==> src/rtl/sdio_cia_access_ctrl.sv <==
// Single-byte CIA register access sequencer: decodes function-0 addresses to CCCR/FBR targets.
// Optional CIS read window enabled by defining SDIO_CIA_CIS_WINDOW_EN.
module sdio_cia_access_ctrl #(
    parameter int NUM_FUNCS = 7
) (
    input  logic                       clk,
    input  logic                       rst,
    input  logic                       i_req_stb,
    input  logic                       i_req_write,
    input  logic                       i_req_raw,
    input  logic [16:0]                i_req_addr,
    input  logic [7:0]                 i_req_data,
    output logic                       o_busy,
    output logic                       o_req_drop,
    output logic                       o_rsp_stb,
    output logic [7:0]                 o_rsp_data,
    output logic                       o_rsp_err,
    output logic [NUM_FUNCS:0]         o_activate,
    output logic                       o_write_flag,
    output logic [7:0]                 o_address,
    output logic                       o_data_stb,
    output logic [7:0]                 o_wr_data,
    input  logic [8*(NUM_FUNCS+1)-1:0] i_rd_data
`ifdef SDIO_CIA_CIS_WINDOW_EN
    ,
    output logic                       o_cis_activate,
    output logic [16:0]                o_cis_addr,
    input  logic [7:0]                 i_cis_rd_data
`endif
);

    typedef enum logic [2:0] {
        IDLE   = 3'd0,
        DECODE = 3'd1,
        WR_STB = 3'd2,
        RD_STB = 3'd3,
        RD_CAP = 3'd4,
        RESP   = 3'd5
    } state_t;

    state_t          state, next_state;
    logic [16:0]     addr_q;
    logic            write_q;
    logic            raw_q;
    logic [7:0]      data_q;
    logic [7:0]      rsp_data_q;
    logic            rsp_err_q;
    logic [NUM_FUNCS:0] sel;
    logic            cis_hit;
    logic            mapped;
    logic [7:0]      rd_byte;
    logic            cis_act;

    // Target decode works off the latched address, so it is stable for the whole access.
    always_comb begin
        sel    = '0;
        sel[0] = (addr_q[16:8] == 9'd0);
        for (int n = 1; n <= NUM_FUNCS; n++) begin
            sel[n] = (addr_q[16:12] == 5'd0) && (addr_q[11:8] == n[3:0]);
        end
        cis_hit = 1'b0;
`ifdef SDIO_CIA_CIS_WINDOW_EN
        cis_hit = (addr_q[16:12] != 5'd0) && (addr_q[16:12] <= 5'd23);
`endif
        // The CIS window is read-only; a write there is treated like an unmapped address.
        mapped = (|sel) || (cis_hit && !write_q);
    end

    always_comb begin
        rd_byte = 8'h00;
        for (int k = 0; k <= NUM_FUNCS; k++) begin
            if (sel[k]) rd_byte = rd_byte | i_rd_data[8*k +: 8];
        end
`ifdef SDIO_CIA_CIS_WINDOW_EN
        if (cis_hit) rd_byte = i_cis_rd_data;
`endif
    end

    always_ff @(posedge clk) begin
        if (rst) state <= IDLE;
        else     state <= next_state;
    end

    always_comb begin
        next_state   = state;
        o_busy       = (state != IDLE);
        o_req_drop   = i_req_stb && (state != IDLE);
        o_rsp_stb    = 1'b0;
        o_activate   = '0;
        o_data_stb   = 1'b0;
        o_write_flag = 1'b0;
        cis_act      = 1'b0;
        case (state)
            IDLE: begin
                if (i_req_stb) next_state = DECODE;
            end
            DECODE: begin
                if (!mapped)     next_state = RESP;
                else if (write_q) next_state = WR_STB;
                else             next_state = RD_STB;
            end
            WR_STB: begin
                o_activate   = sel;
                o_data_stb   = 1'b1;
                o_write_flag = 1'b1;
                next_state   = raw_q ? RD_STB : RESP;
            end
            RD_STB: begin
                o_activate = sel;
                o_data_stb = 1'b1;
                cis_act    = cis_hit;
                next_state = RD_CAP;
            end
            RD_CAP: begin
                o_activate = sel;
                cis_act    = cis_hit;
                next_state = RESP;
            end
            RESP: begin
                o_rsp_stb  = 1'b1;
                next_state = IDLE;
            end
            default: next_state = IDLE;
        endcase
    end

    // Response registers update on entry to RESP and hold until the next response.
    always_ff @(posedge clk) begin
        if (rst) begin
            addr_q     <= '0;
            write_q    <= 1'b0;
            raw_q      <= 1'b0;
            data_q     <= '0;
            rsp_data_q <= '0;
            rsp_err_q  <= 1'b0;
        end else begin
            case (state)
                IDLE: begin
                    if (i_req_stb) begin
                        addr_q  <= i_req_addr;
                        write_q <= i_req_write;
                        raw_q   <= i_req_raw && i_req_write;
                        data_q  <= i_req_data;
                    end
                end
                DECODE: begin
                    if (!mapped) begin
                        rsp_data_q <= 8'h00;
                        rsp_err_q  <= 1'b1;
                    end
                end
                WR_STB: begin
                    if (!raw_q) begin
                        rsp_data_q <= data_q;
                        rsp_err_q  <= 1'b0;
                    end
                end
                RD_CAP: begin
                    rsp_data_q <= rd_byte;
                    rsp_err_q  <= 1'b0;
                end
                default: ;
            endcase
        end
    end

    assign o_address  = addr_q[7:0];
    assign o_wr_data  = data_q;
    assign o_rsp_data = rsp_data_q;
    assign o_rsp_err  = rsp_err_q;
`ifdef SDIO_CIA_CIS_WINDOW_EN
    assign o_cis_activate = cis_act;
    assign o_cis_addr     = addr_q;
`endif

endmodule

==> config.mk <==
export PLATFORM = sky130hd
export DESIGN_NAME = sdio_cia_access_ctrl
export DESIGN_NICKNAME = d
export VERILOG_FILES = /design/src/rtl/sdio_cia_access_ctrl.sv
export SDC_FILE = /design/constraint.sdc
export NUM_CORES = 1
export LEC_CHECK = 0
export ABC_AREA = 1
export CAP_MARGIN = 20
export CORE_ASPECT_RATIO = 1.25
export CORE_MARGIN = 2
export CORE_UTILIZATION = 36
export CTS_CLUSTER_DIAMETER = 200
export CTS_CLUSTER_SIZE = 8
export DETAILED_ROUTE_END_ITERATION = 7
export GPL_TIMING_DRIVEN = 0
export HOLD_SLACK_MARGIN = 0.12
export PLACE_DENSITY = 0.78
export SYNTH_ARGS = -nofsm -noshare
export SYNTH_HDL_FRONTEND = slang
export SYNTH_SLANG_ARGS = --single-unit
==> constraint.sdc <==
create_clock -name clk -period 1.35 [get_ports clk]
set_input_delay 0.27 -clock clk [delete_from_list [all_inputs] [get_ports clk]]
set_output_delay 0.27 -clock clk [all_outputs]
set_load 0.02 [all_outputs]
After elaboration in Yosys (flattened, before gate mapping)
Cells that the tools add are included.
{"block": "word_totals", "reg_bits": 39, "mem_count": 0, "in_bits": 94, "word_cells": 71, "romBits": 0, "mem_bits_rw": 0, "out_inout_bits": 38, "latch_bits": 0}
{"block": "op_classes", "order_cmp": 0, "n_div": 0, "muxes": 23, "n_eq_ne": 15, "multipliers": 0, "bitwise_logic": 7, "shift": 0, "n_addsub": 0, "n_reduce_logical": 19}
{"op": "$mux W8", "n": 11}
{"op": "$or A8 B8 Y8", "n": 7}
{"op": "$pmux W8 S3", "n": 1}
{"op": "$eq A4 B3 Y1 const B", "n": 4}
{"op": "$pmux W3 S5", "n": 1}
{"op": "$logic_and A1 B1 Y1", "n": 9}
{"op": "$logic_not A9 Y1", "n": 1}
{"op": "$mux W3", "n": 3}
{"op": "$eq A4 B2 Y1 const B", "n": 2}
{"op": "$reduce_or A8 Y1", "n": 1}
{"op": "$eq A3 B2 Y1 const B", "n": 2}
{"op": "$eq A3 B3 Y1 const B", "n": 2}
{"op": "$mux W1", "n": 6}
{"op": "$ne A2 B2 Y1 const B", "n": 3}
{"op": "$reduce_bool A3 Y1", "n": 2}
{"op": "$logic_not A5 Y1", "n": 1}
{"op": "$eq A4 B1 Y1 const B", "n": 1}
{"op": "$eq A3 B1 Y1 const B", "n": 1}
{"op": "$logic_not A3 Y1", "n": 1}
{"op": "$pmux W1 S3", "n": 1}
{"op": "$reduce_and A3 Y1", "n": 1}
{"op": "$reduce_or A3 Y1", "n": 1}
{"op": "$reduce_and A2 Y1", "n": 1}
{"op": "$reduce_or A2 Y1", "n": 1}

Logic depth before layout (Yosys ltp)
Gate-level depths: netlist of the first run.
{"block": "logic_depth", "depth_word": 17, "depth_mapped": 11, "depth_no_buf": 9}

Least setup slack after synthesis of the first run
No wires, ideal clock.
{"block": "synth_path", "path_kind": "reg-to-output", "start": "reg addr_q[13]", "end": "out o_activate[4]", "n_path_buf": 2, "required_ps": 1080, "slack_ps": -102, "arrival_time_ps": 1182, "stages_incl_launch_ff": 8, "cell_sequence": "dfxtp_1 > nor2_1 > nand2_1 > nor2_4 > buf_6 > buf_6 > nand2_1 > nor2_1"}
{"block": "synth_between", "elab_chain_cells": 3}
{"item": "start, declared", "line_no": "42", "source": "logic [16:0] addr_q;"}
{"item": "start signal, assigned", "line_no": "140", "source": "addr_q <= i_req_addr;"}
{"item": "$logic_not A5 Y1", "line_no": "59", "source": "sel[n] = (addr_q[16:12] == 5'd0) && (addr_q[11:8] == n[3:0]);"}
{"item": "$logic_and A1 B1 Y1", "line_no": "59"}
{"item": "$mux W8", "line_no": "93", "source": "case (state)"}
{"item": "end, declared", "line_no": "18", "source": "output logic [NUM_FUNCS:0] o_activate,"}
Every way passes these cells.

Worst setup path after layout of the first run
{"block": "layout_path", "start": "reg addr_q[16]", "end": "out o_activate[2]"}
The elaborated chain is that of the path after synthesis.

==> flow_summary_export.csv, run 1 <==
group,metric,value,unit
route,remaining_drc_errors,0,
worst_setup_path,end_kind,"output pin",
finish,layout_commonest_cell,"clkdlybuf4s50_1",
grt,grt_pass1_wl,14420,µm
grt,grt_use_total,0.2357,
sta,fin_hold_ws,437.3,ps
sta,setup_viol_count_final,49,
power_and_ir_drop,total_leakage_power,2.119,nW
route,avgRoutedWirePerCell,15.64,µm
placement,place.gp.congestion,0.8124,
die,fp.dieW,78.24,µm
finish,nFillCells,518,
sta,rsz0062_at_grt,"true",
synth,yosys_warnings,0,
sta,fin_setup_tns,-9285,ps
clock_tree,htreeDepth,2,
route,drt-total-wl,10090,µm
synth,synth_nets,479,
worst_setup_path,startpoint_type,"register",
placement,port_buffers,131,
synth,ys_seq_elements,39,
synth,synth-main-ff-cell,"dfxtp_1",
finish,multi_input_area,1794,µm²
worst_setup_path,cp-startpoint,"addr_q[16]",
clock_tree,root_buffer,"clkbuf_8",
worst_setup_path,critical_path_class,"register to output pin",
sta,tightest_slew,339.9,ps
synth,async_flop_share,0,
die,die_h,96.80,µm
route,dr_total_vias,3215,
die,core-area,6606,µm²
finish,final_nets,652,
sta,hold_violations,0,
grt,grt_max_degree,12,
finish,finalNonFillerCells,645,
worst_setup_path,cp.required,1080,ps
placement,dp.cells,603,
synth,syn_inst,385,
finish,seq_area,793.3,µm²
clock_tree,insertion_delay,300,ps
grt,overflow,0,
synth,ys_seq_area_frac,0.3148,
flow_run,maxCapViolations,0,
worst_hold_path,min_from,"i_req_stb",
clock_tree,clock_path_buffers,2,
finish,diodes,0,
sta,fin_ws,-408.9,ps
finish,final_cell_mix,"clkdlybuf4s50_1, nand2_1, nand3_1",
worst_setup_path,crit_fanout,5,
route,via_per_inst,4.984,
clock_tree,clkSlewWorstSetupHoldPaths,70,ps
sta,period_needed,1759,ps
power_and_ir_drop,vdd_drop_max,1.314,mV
route,ant_nets,0,
placement,dp_hpwl,6653,µm
worst_setup_path,worst-endpoint-arrival,1490,ps
worst_setup_path,critPathMaxStageDelay,300,ps
die,dieArea,7573,µm²
finish,areaGrowthSynthToFinish,95.81,%
status,status,"finished with violations",
route,drt-pass1-iter-count,4,
die,initial_core_util,0.3754,
sta,skew,4.116,ps
sta,max_freq,568.5,MHz
clock_tree,cts_buffers,5,
status,violations,"setup timing",
sta,post-route-period-util,1.303,
die,rows,33,
route,drt_iter0_markers,111,
finish,drive_above_1_share,0.3620,
worst_hold_path,hp-class,"input port to register",
clock_tree,cts_tree,"yes",
synth,synth_cell_type_count,23,
grt,grt_pass1_vias,3085,
worst_setup_path,reg2reg_from,"addr_q[16]",
power_and_ir_drop,powerDensity,1925,nW/µm²
sta,relSlewSlack,0.7727,
grt,antenna_found_initial,0,
die,ios,132,
placement,post-place-ws,-710.7,ps
synth,synth_edf_count,0,
sta,timing.final.max_slew_violations,0,
clock_tree,numClockSinks,39,
synth,syn_area_per_cell,6.441,µm²
worst_setup_path,slowest_stage,"dfxtp_1",
synth,syn-cell-area,2480,µm²
worst_setup_path,crit_chain,"inv_1 -> nand2_1 -> nor2_4 -> buf_8 -> buf_8 -> nand2_1 -> nor2_4 -> buf_6",
[Yosys cell counts (2+ instances only)]
| cell | instances | area share |
|---|---|---|
| o21ai_0 | 22 | 0.044 |
| o21ai_1 | 4 | 0.0081 |
| inv_1 | 15 | 0.023 |
| dfxtp_1 | 39 | 0.31 |
| a21oi_2 | 16 | 0.057 |
| buf_6 | 9 | 0.041 |
| nand3_1 | 68 | 0.14 |
| nand2_1 | 89 | 0.13 |
| buf_2 | 4 | 0.0081 |
| a21oi_1 | 13 | 0.026 |
| nor2_1 | 66 | 0.10 |
| clkbuf_1 | 3 | 0.0045 |
| buf_4 | 10 | 0.030 |
| nand2_2 | 2 | 0.0050 |
| inv_2 | 7 | 0.011 |
| nor2_2 | 11 | 0.028 |
[path summary, 6_finish.rpt]
check	to	slack [ps]	depth (start not counted)
setup / recovery	o_activate[2]	-410	8
setup reg to reg	o_rsp_data[4]	-310	12
hold / removal	state[0]	440	3
hold reg to reg	addr_q[15]	440	2
[area by class of cell]
cell class | count | share of cell area
multi-input combinational | 297 | 0.3695
timing repair buffer | 165 | 0.3481
sequential | 39 | 0.1634
buffer | 26 | 0.05643
tap | 87 | 0.02242
inverter | 23 | 0.02087
clock buffer | 6 | 0.01701
timing repair inverter | 1 | 0.001288
clock inverter | 1 | 0.001031
[cells by family after synthesis]
kind of cell | Yosys count | synth area share
compound gates | 57 | 0.1438
flops | 39 | 0.3148
simple gates | 240 | 0.4228
buf+inv | 49 | 0.1186
[sequential cells by signal, indices dropped and copies added, names as in the netlist]
register    flops
o_wr_data       8
o_rsp_err       1
addr_q         17
write_q         1
raw_q           1
o_rsp_data      8
state           3
[repair_timing]
item | CTS | global route
gates cloned | 1 | 7
setup buffers | 19 | 8
pin swaps | 15 | 26
hold endpoints to repair | 0 | 0
hold buffers | 0 | 0
setup endpoints to repair | 75 | 56
gates resized for setup | 130 | 132
[worst max-delay path: cells and delay by family, from the launching register on]
| family | cells | cell delay [ps] |
|---|---|---|
| AND/OR/NAND/NOR | 4 | 440 |
| buffers and inverters | 4 | 430 |
| flip-flops | 1 | 300 |
[metal layers]
metal,vias up,global-route usage,share of wire
met5,-,0,0
met4,0,0.1026,0.042
met3,29,0.04757,0.065
met2,144,0.4304,0.51
met1,1447,0.2591,0.38
li1,1595,-,-
[through the flow]
stage | power, W | util | cell area (µm²)
detailed placement | 0.006589 | 0.6038 | 3989
global placement | 0.006505 | 0.6038 | 3989
floorplan | 0.004993 | - | 2569
finish | 0.009347 | 0.7350 | 4856
global route | 0.009910 | 0.7350 | 4856
CTS | 0.007912 | 0.6564 | 4337
[power breakdown]
group,internal (W),switching [W]
Sequential,0.00158,0.000321
Combinational,0.00311,0.00354
Clock,0.000401,0.000403
Total,0.00509,0.00426
(Power assumes the default switching activity.)
==> run 2, diff against run 1 <==
--- a/config.mk
+++ b/config.mk
@@ -5,11 +5,10 @@
 export SDC_FILE = /design/constraint.sdc
 export NUM_CORES = 1
 export LEC_CHECK = 0
-export ABC_AREA = 1
 export CAP_MARGIN = 20
 export CORE_ASPECT_RATIO = 1.25
 export CORE_MARGIN = 2
-export CORE_UTILIZATION = 36
+export CORE_UTILIZATION = 35
 export CTS_CLUSTER_DIAMETER = 200
 export CTS_CLUSTER_SIZE = 8
 export DETAILED_ROUTE_END_ITERATION = 7
==> run 2 against run 1 <==
  * The flow still finishes with violations (setup timing)
  * Register-to-register slack lost 520 ps
  * Clock skew is 12 ps higher
  * Utilization is 4.6 points lower
  * Area after synthesis fell by 6.8%
  * Fmax down 21%
  * First-iteration DRC count grew 27%
  * Power fell by 46%
  * Combinational power down 57%
  * Clock-buffer cell count is 1 higher
  * Global-route usage fell by 0.38 points
  * Synthesized cell count down 26%
  * Hold slack improved by 22 ps
  * Largest cell class unchanged
  * Largest power group unchanged
==> flow_summary_export.csv, run 2 <==
group,metric,value,unit
status,status,"finished with violations",
status,violations,"setup timing",
die,core-area,6482,µm²
synth,synth-main-ff-cell,"dfxtp_1",
sta,hold_violations,0,
sta,relSlewSlack,0.5085,
sta,fin_hold_ws,459.7,ps
clock_tree,clock_path_buffers,2,
finish,diodes,0,
worst_setup_path,end_kind,"output pin",
die,fp.dieW,76.70,µm
worst_setup_path,cp.required,1080,ps
worst_setup_path,slowest_stage,"or4_4",
finish,layout_commonest_cell,"clkdlybuf4s50_1",
finish,final_cell_mix,"clkdlybuf4s50_1, nand2_1, dfxtp_1",
grt,grt_use_total,0.2319,
clock_tree,clkSlewWorstSetupHoldPaths,70,ps
grt,grt_max_degree,12,
worst_setup_path,critPathMaxStageDelay,550,ps
sta,setup_viol_count_final,51,
route,ant_nets,0,
clock_tree,htreeDepth,2,
placement,dp_hpwl,5956,µm
worst_setup_path,crit_fanout,4,
placement,post-place-ws,-1276,ps
power_and_ir_drop,vdd_drop_max,0.5283,mV
sta,timing.final.max_slew_violations,0,
sta,max_freq,448.7,MHz
grt,grt_pass1_wl,13330,µm
synth,synth_top_area_share,0.3377,
clock_tree,hold_buffers,0,
finish,regMostFlops,"addr_q",
synth,async_flop_share,0,
grt,antenna_found_initial,0,
worst_setup_path,crit_chain,"or4_4 -> nor2_4 -> a21boi_4 -> nand2b_4 -> nor4_4 -> buf_4",
synth,synth_fa_ha_area_frac,0,
placement,place_area,3809,µm²
sta,rsz0062_at_grt,"true",
synth,syn-cell-area,2312,µm²
sta,period_needed,2229,ps
route,drt-pass1-iter-count,4,
die,initial_core_util,0.3567,
synth,yosys-top-cells-area,"dfxtp_1, nand2_1, a21oi_1",
placement,place.gp.congestion,0.8481,
placement,port_buffers,130,
route,dr_total_vias,2833,
finish,seq_area,788.3,µm²
route,remaining_drc_errors,0,
worst_setup_path,startpoint_type,"register",
clock_tree,root_buffer,"clkbuf_8",
synth,ys_seq_elements,39,
finish,fin_area,4467,µm²
worst_setup_path,rrSetupSlack,-830,ps
finish,final_nets,541,
die,die_h,94.88,µm
synth,synth_nets,377,
synth,ys_seq_area_frac,0.3377,
synth,synth_compound_area_frac,0.2078,
worst_setup_path,crit_family,"simple AND/OR/NAND/NOR gates",
clock_tree,insertion_delay,290,ps
synth,synth-simple-area-share,0.2224,
power_and_ir_drop,powerDensity,1134,nW/µm²
synth,yosysTopAreaCell,"dfxtp_1",
worst_setup_path,critical_path_class,"register to output pin",
clock_tree,cts_buffers,5,
synth,muxShareOfSynthArea,0.1385,
clock_tree,cts_tree,"yes",
finish,nFillCells,494,
flow_run,maxCapViolations,0,
grt,overflow,0,
route,drt_iter0_markers,141,
power_and_ir_drop,total_leakage_power,1.762,nW
synth,syn_area_per_cell,8.170,µm²
worst_setup_path,worst-endpoint-arrival,1960,ps
finish,drive_above_1_share,0.3348,
sta,post-route-period-util,1.651,
sta,fin_ws,-878.7,ps
die,dieArea,7277,µm²
synth,yosysMostFrequentCell,"nand2_1",
worst_setup_path,critical_path_buf_inv_count,1,
route,drt-total-wl,8928,µm
sta,tightest_slew,736.0,ps
synth,syn_inst,283,
die,ios,132,
worst_hold_path,hp-class,"register to register",
synth,synth_edf_count,0,
route,avgRoutedWirePerCell,16.69,µm
synth,yosys_warnings,0,
grt,grt_pass1_vias,2756,
finish,areaGrowthSynthToFinish,93.18,%
clock_tree,numClockSinks,39,
route,via_per_inst,5.295,
synth,synth_common_cells,"nand2_1, a21oi_1, dfxtp_1",
synth,synth_cell_type_count,47,
synth,synth_top_family_by_area,"simple AND/OR/NAND/NOR gates",
finish,largest_reg_flops,17,
finish,multi_input_area,1624,µm²
die,rows,33,
synth,synthXorXnorAreaFrac,0,
sta,skew,15.62,ps
run 2: worst register-to-register path, delay by kind of cell (launching register included):
| kind | cells | cell delay (ps) |
|---|---|---|
| buffers and inverters | 3 | 400 |
| DFF | 1 | 320 |
| AOI/OAI and AO/OA | 1 | 80 |
| and+or+nand+nor | 4 | 1270 |
run 2: logic make-up (layout without fill, tap and decap cells):
family / count (synthesis) / count (layout)
compound gates: 76 / 76
buf+inv: 35 / 199
flops: 39 / 39
mux: 24 / 24
simple gates: 109 / 110
run 2: repair_timing:
item	CTS	global route
gates resized for setup	155	49
setup buffers	19	5
cloned	4	1
pin swaps	14	11
setup endpoints to repair	75	58
run 2: final timing paths:
check        startpoint             to  cells after the start
min           addr_q[6]      addr_q[6]                      2
min reg2reg   addr_q[6]      addr_q[6]                      2
max          addr_q[14]  o_activate[0]                      6
max reg2reg  addr_q[14]       state[1]                      8
run 2: per-layer routing:
layer  part of all wire  track usage  up-vias
met5                  0            0        -
met4              0.030      0.08939        0
met3              0.060      0.04207       25
met2               0.54       0.4306      137
met1               0.37       0.2637     1335
li1                   -            -     1336
run 2: report_power, final:
part / internal [W] / leakage (nW) / total [W] / switching [W]
logic: 0.00146 / 1.40 / 0.00284 / 0.00138
clock network: 0.000363 / 0.0422 / 0.000755 / 0.000392
registers: 0.00133 / 0.321 / 0.00147 / 0.000139
total: 0.00315 / 1.76 / 0.00506 / 0.00191
run 2: final cells by class:
cell class,count,area share
plain buffers,29,0.05630
clock buffers,7,0.01709
clock inverters,1,0.001120
inverters,5,0.004202
multi-input cells,210,0.3636
flip-flops and latches,39,0.1765
well taps,87,0.02437
repair buffers,157,0.3569
run 2: per-stage QoR:
step / cells / setup TNS (ps) / util / power (W)
after global placement: 500 / -23800 / 0.5875 / 0.003474
after detailed placement: 500 / -24640 / 0.5875 / 0.003511
after global routing: 535 / -22920 / 0.6891 / 0.005308
final: 535 / -19870 / 0.6891 / 0.005063
after CTS: 531 / -20620 / 0.6647 / 0.004816
after floorplan: 283 / -7362 / - / 0.002672
